--- config.mk ---
export PLATFORM = sky130hd
export DESIGN_NAME = map_rom_arbiter
export DESIGN_NICKNAME = d
export VERILOG_FILES = /design/src/rtl/map_pkg.sv /design/src/rtl/rom_read_tag_pipe.sv /design/src/rtl/map_rom_arbiter.sv
export SDC_FILE = /design/constraint.sdc
export NUM_CORES = 1
export LEC_CHECK = 0
export BUFFER_PORTS_ARGS = -buffer_cell sky130_fd_sc_hd__buf_4
export CORE_UTILIZATION = 51
export CTS_BUF_LIST = sky130_fd_sc_hd__clkbuf_4
export CTS_CLUSTER_SIZE = 12
export DETAILED_ROUTE_END_ITERATION = 16
export PLACE_DENSITY = 0.86
export SYNTH_ARGS = -nofsm -noshare
export SYNTH_HDL_FRONTEND = slang
export SYNTH_SLANG_ARGS = --single-unit
--- constraint.sdc ---
create_clock -name clk -period 2.6 [get_ports clk]
set_input_delay 0.13 -clock clk [delete_from_list [all_inputs] [get_ports clk]]
set_output_delay 0.13 -clock clk [all_outputs]
set_load 0.1 [all_outputs]
--- src/rtl/map_pkg.sv ---
// Shared map ROM geometry, read-owner encoding and the per-read tag carried alongside a ROM access.
// No logic of its own; imported by the arbiter and the tag pipe.
package map_pkg;

   localparam int MAP_W            = 30;
   localparam int MAP_H            = 21;
   localparam int MAP_ADDR_W       = 5;
   localparam int MAP_STARVE_LIMIT = 1023;

   localparam logic OWNER_DISP = 1'b0;
   localparam logic OWNER_GAME = 1'b1;

   // Off-map rows read back as solid wall.
   localparam logic [MAP_W-1:0] OOR_ROW = '1;

   typedef struct packed {
      logic vld;
      logic owner;
      logic oor;
   } rd_tag_t;

endpackage

--- src/rtl/rom_read_tag_pipe.sv ---
// Two-stage shift register carrying {valid, owner, oor} beside a synchronous-read ROM access.
// Latency: stage 1 lines up with ROM data, stage 2 with the registered read result.
// No backpressure: shifts every cycle, cleared by synchronous reset.
module rom_read_tag_pipe
   import map_pkg::*;
(
   input  logic    clk,
   input  logic    reset,
   input  rd_tag_t tag_in,
   output rd_tag_t tag_s1,
   output rd_tag_t tag_s2
);

   always_ff @(posedge clk) begin
      if (reset) begin
         tag_s1 <= '0;
         tag_s2 <= '0;
      end else begin
         tag_s1 <= tag_in;
         tag_s2 <= tag_s1;
      end
   end

endmodule

--- src/rtl/map_rom_arbiter.sv ---
// Shares one synchronous-read map ROM between the display renderer (fixed priority) and the game logic.
// Latency: 2 cycles from grant to rvalid, fully pipelined.
// Backpressure: display is never stalled; game holds its request until granted, starvation is flagged.
module map_rom_arbiter
   import map_pkg::*;
#(
   parameter int DATA_W       = MAP_W,
   parameter int ADDR_W       = MAP_ADDR_W,
   parameter int DEPTH        = MAP_H,
   parameter int STARVE_LIMIT = MAP_STARVE_LIMIT
) (
   input  logic              clk,
   input  logic              reset,
   input  logic              disp_req,
   input  logic [ADDR_W-1:0] disp_addr,
   output logic              disp_gnt,
   output logic              disp_rvalid,
   output logic [DATA_W-1:0] disp_rdata,
   input  logic              game_req,
   input  logic [ADDR_W-1:0] game_addr,
   output logic              game_gnt,
   output logic              game_rvalid,
   output logic [DATA_W-1:0] game_rdata,
   output logic [ADDR_W-1:0] rom_addr,
   input  logic [DATA_W-1:0] rom_data,
   output logic              starve_err
);

   localparam int          CNT_W   = $clog2(STARVE_LIMIT + 1);
   localparam int unsigned DEPTH_U = DEPTH;

   logic              any_gnt;
   logic [ADDR_W-1:0] win_addr;
   logic [ADDR_W-1:0] held_addr;
   rd_tag_t           tag_in;
   rd_tag_t           tag_s1;
   rd_tag_t           tag_s2;
   logic              unused_s2_oor;
   logic              starve_wait;
   logic [CNT_W-1:0]  starve_cnt;
   logic [CNT_W-1:0]  starve_cnt_nxt;

   assign disp_gnt = disp_req;
   assign game_gnt = game_req & ~disp_req;
   assign any_gnt  = disp_req | game_req;
   assign win_addr = disp_req ? disp_addr : game_addr;

   // Idle cycles keep the last granted address so the ROM address bus does not toggle.
   assign rom_addr = any_gnt ? win_addr : held_addr;

   always_comb begin
      tag_in       = '0;
      tag_in.vld   = any_gnt;
      tag_in.owner = disp_req ? OWNER_DISP : OWNER_GAME;
      tag_in.oor   = any_gnt && (32'(win_addr) >= DEPTH_U);
   end

   rom_read_tag_pipe u_tag_pipe (
      .clk    (clk),
      .reset  (reset),
      .tag_in (tag_in),
      .tag_s1 (tag_s1),
      .tag_s2 (tag_s2)
   );

   // The range flag is consumed when data is captured; stage 2 only needs valid/owner.
   assign unused_s2_oor = tag_s2.oor;

   assign disp_rvalid = tag_s2.vld & (tag_s2.owner == OWNER_DISP);
   assign game_rvalid = tag_s2.vld & (tag_s2.owner == OWNER_GAME);

   always_ff @(posedge clk) begin
      if (reset) begin
         held_addr  <= '0;
         disp_rdata <= '0;
         game_rdata <= '0;
      end else begin
         if (any_gnt) begin
            held_addr <= win_addr;
         end
         if (tag_s1.vld) begin
            if (tag_s1.owner == OWNER_DISP) begin
               disp_rdata <= tag_s1.oor ? {DATA_W{1'b1}} : rom_data;
            end else begin
               game_rdata <= tag_s1.oor ? {DATA_W{1'b1}} : rom_data;
            end
         end
      end
   end

   assign starve_wait = game_req & ~game_gnt;

   always_comb begin
      starve_cnt_nxt = '0;
      if (starve_wait) begin
         starve_cnt_nxt = (starve_cnt == CNT_W'(STARVE_LIMIT)) ? starve_cnt
                                                               : starve_cnt + CNT_W'(1);
      end
   end

   always_ff @(posedge clk) begin
      if (reset) begin
         starve_cnt <= '0;
         starve_err <= 1'b0;
      end else begin
         starve_cnt <= starve_cnt_nxt;
         if (starve_cnt_nxt == CNT_W'(STARVE_LIMIT)) begin
            starve_err <= 1'b1;
         end
      end
   end

   a_one_grant : assert property (@(posedge clk) disable iff (reset) !(disp_gnt && game_gnt));

endmodule

==> summary.txt <==
STA
  – Slew Limit Headroom: between 40% and 50%
  – Fin crit period: between 2 and 2.5 ns
  – RSZ-0062 raised after global routing: no
  – Final Setup Violations: 0
  – Fmax: between 400 and 500 MHz
  – Worst slew pin tran: roughly 0.76 ns
  – Fin. Hold Viols: 0
  – Worst hold slack: between 0.03 and 0.04 ns
  – PnR worst setup slack: ~0.45 ns
  – Max Slew Vio Count: 0
  – Final worst path period share: ~83%
  – TNS Setup: 0 ns
  – Worst Clk Skew: ~0.017 ns

Critical path
  – Worst r2r path cells: 5
  – Reg2Reg Setup Slack: around 0.45 ns
  – FF-to-FF End: starve_err
  – Startpoint types: flop
  – CP max stage cell: dfxtp_1
  – Crit-path max FO: 11
  – Crit path buf inv count: 0
  – WP data required: a little under 3 ns
  – Crit-path leading delay family: simple AND/OR/NAND/NOR gates
  – Critical Path End Type: flop
  – CP max stage delay: 0.56 ns
  – FF-to-FF Start: starve_cnt[3]
  – Crit path arrival time: ~2.5 ns
  – Critical path class: flop to flop
  – Critical-path cell list: and4_1 > a21oi_1 > or3b_1 > or4_1 > o22ai_2

Logic synthesis
  – Async S/R FF share, synth: 0%
  – Main synth FF type: dfxtp_1
  – EDFF count, synth: 0
  – Sequential fraction of the synthesis area: between 50% and 60%
  – Main area contributors after synthesis: dfxtp_1 51%, a211oi_1 15%, nor2_1 12%
  – #FFs+latches synth: slightly above 80
  – Synth Net Count: 412
  – Most common cell in the synthesized netlist: nor2_1
  – Share of the synthesized area in the top cell type: 50.9%
  – Synth Cell Area: 3190 um^2
  – Syn_area_per_cell: ~8.7 um^2
  – Number of synthesis warnings: 0
  – Cell taking the most area after synthesis: dfxtp_1
  – Post-Synthesis Cells: roughly 370
  – Post-synth top cells: 100 x nor2_1, 81 x dfxtp_1, 63 x a211oi_1
  – Synth cell types: 41

Global route
  – Overall routing resource usage: about a quarter
  – GR Overflow Total: 0
  – First-pass GRT wire length: between 10 and 15 mm
  – Initial antenna violation count: 0
  – Largest net degree at the start of global routing: 74
  – Vias in the first global route: 2,609

Clock network
  – Num CTS Buffers: 9
  – Clk_lat worst skew: 0.42 ns
  – # resized after CTS: 0
  – CTS tree: built
  – Clock-pin slew on the worst setup and hold paths: about 0.12 ns
  – Post CTS Setup Buffer Count: 0
  – Clock Path Buffers: 2
  – # H-tree levels: 3
  – CTS Hold Buffers Added: 1
  – CTS sink cnt: about 80
  – CTS root buf: clkbuf_4

Final layout
  – Area of the multi-input gates: approximately 1400 um^2
  – Final instance area: 4180 um^2
  – Final net count: ~510
  – Register area: roughly 1600 um^2
  – Filler cells: 480
  – Share of cells above drive strength 1: 29.8%
  – Layout area overhead: 31.1%
  – Ant. Diodes: 0

Power and ir drop
  – VDD IR max: 0.514 mV
  – Pwr per Cell Area: approximately 710 nW/um^2
  – Total power: 2.96 mW
  – Leak: between 1.5 and 2 nW

Detailed routing
  – Total Wirelength: approximately 7.6 mm
  – Via density: between 5 and 6
  – Routed vias: ~2,900
  – Remaining routing DRC violations: 0
  – Wirelength per Cell: about 14 um
  – Initial DRC Count: between 200 and 250
  – Drt pass-1 iters: 4
  – ANT nets after route: 0

Floorplanning
  – Die area: roughly 6600 um^2
  – Die Width: 81.0 um
  – Cell row count: 28
  – Core Area: about 6000 um^2
  – Number of top-level pins: ~110
  – Chip height: a little over 80 um
  – Effective utilization at floorplan: 53.5%

Placed design
  – # port buffers: roughly 110
  – Placed cell areas: roughly 4000 um^2
  – Hpwl dp: 5.09 mm
  – GP Congestion: around 0.9
  – Pre-CTS setup slack: ~0.5 ns

Worst hold path
  – HP Class: input pin to flop
  – WHS Path Cells: 3
  – Hold_sp: disp_addr[4]
  – Worst hold endpoint: u_tag_pipe.tag_s1[0]

Flow run
  – MaxCap Viol Count: 0

Status
  – Outcome: finished clean
[flip-flops by register name, indices dropped and copies added, names as in the netlist]
| signal | count |
|---|---|
| starve_cnt | 10 |
| disp_rdata | 30 |
| u_tag_pipe.tag_s2 | 2 |
| game_rdata | 30 |
| u_tag_pipe.tag_s1 | 3 |
| held_addr | 5 |
| starve_err | 1 |
[area by class of cell]
| cell class | instances | area share [%] |
|---|---|---|
| inverter | 4 | 0.359 |
| clock inverter | 6 | 1.65 |
| tap | 75 | 2.25 |
| clock buffer | 10 | 1.80 |
| multi-input combinational | 247 | 33.7 |
| sequential | 81 | 38.8 |
| timing repair buffer | 119 | 21.4 |
[stage by stage]
step           util [%]  std cells
2_1_floorplan         -        367
3_5_place_dp       67.6        525
4_1_cts            70.1        542
5_1_grt            70.1        542
6_report           70.1        542
3_3_place_gp       67.6        525
[how the worst max path moves through the flow]
| stage | slack, ns | endpoint | from | depth (start not counted) |
|---|---|---|---|---|
| after floorplan | 0.57 | held_addr[0] | game_req | 4 |
| after global placement | 0.58 | starve_err | starve_cnt[3] | 5 |
| after detailed placement | 0.49 | starve_err | starve_cnt[3] | 5 |
| after CTS | 0.47 | starve_err | starve_cnt[3] | 5 |
| after global routing | 0.30 | starve_err | starve_cnt[3] | 5 |
| final | 0.45 | starve_err | starve_cnt[3] | 5 |
[power breakdown]
part | internal (mW) | leakage (nW) | total, mW | switching, mW
clock network | 0.307 | 0.0766 | 0.745 | 0.438
logic | 0.197 | 1.02 | 0.866 | 0.669
registers | 1.31 | 0.665 | 1.35 | 0.0363
total | 1.82 | 1.76 | 2.96 | 1.14
[cells in the final DEF, fill, tap and decap left out, drive strengths merged, types with 2 or more instances in the layout]
cell type / instances
mux2i: 6
buf: 118
dfxtp: 81
a211oi: 63
and4: 2
a41oi: 2
a31oi: 4
clkinv: 4
nand3: 3
and2: 3
and3: 2
nor3: 3
nand2: 11
inv: 4
nand4: 3
clkbuf: 10
nor2b: 10
nor2: 100
a21oi: 6
o21ai: 9
nand2b: 2
xnor2: 2
[logic make-up (layout without fill, tap and decap cells)]
family,after synthesis,count (layout),synth area share [%]
AOI/OAI and AO/OA,91,91,20.6
buffers and inverters,39,139,5.18
muxes,6,6,1.89
DFF,81,81,50.9
and+or+nand+nor,146,146,20.2
xor gates and xnor gates,3,3,0.825
adders and majority gates,1,1,0.393
[worst reg2reg max path, stage by stage (launching register included)]
cell,delay (ns)
dfxtp_1,0.56
and4_1,0.40
a21oi_1,0.10
or3b_1,0.38
or4_1,0.55
o22ai_2,0.10
[layer usage]
metal  vias to the layer above  share of wire (%)  global-route usage (%)
met2                       107                 48                    38.1
li1                       1472                  -                       -
met3                        15                6.6                    6.63
met1                      1334                 43                    28.5
met5                         -                  0                       0
met4                         0                2.3                    12.3
Power figures use the tool's default switching activity.
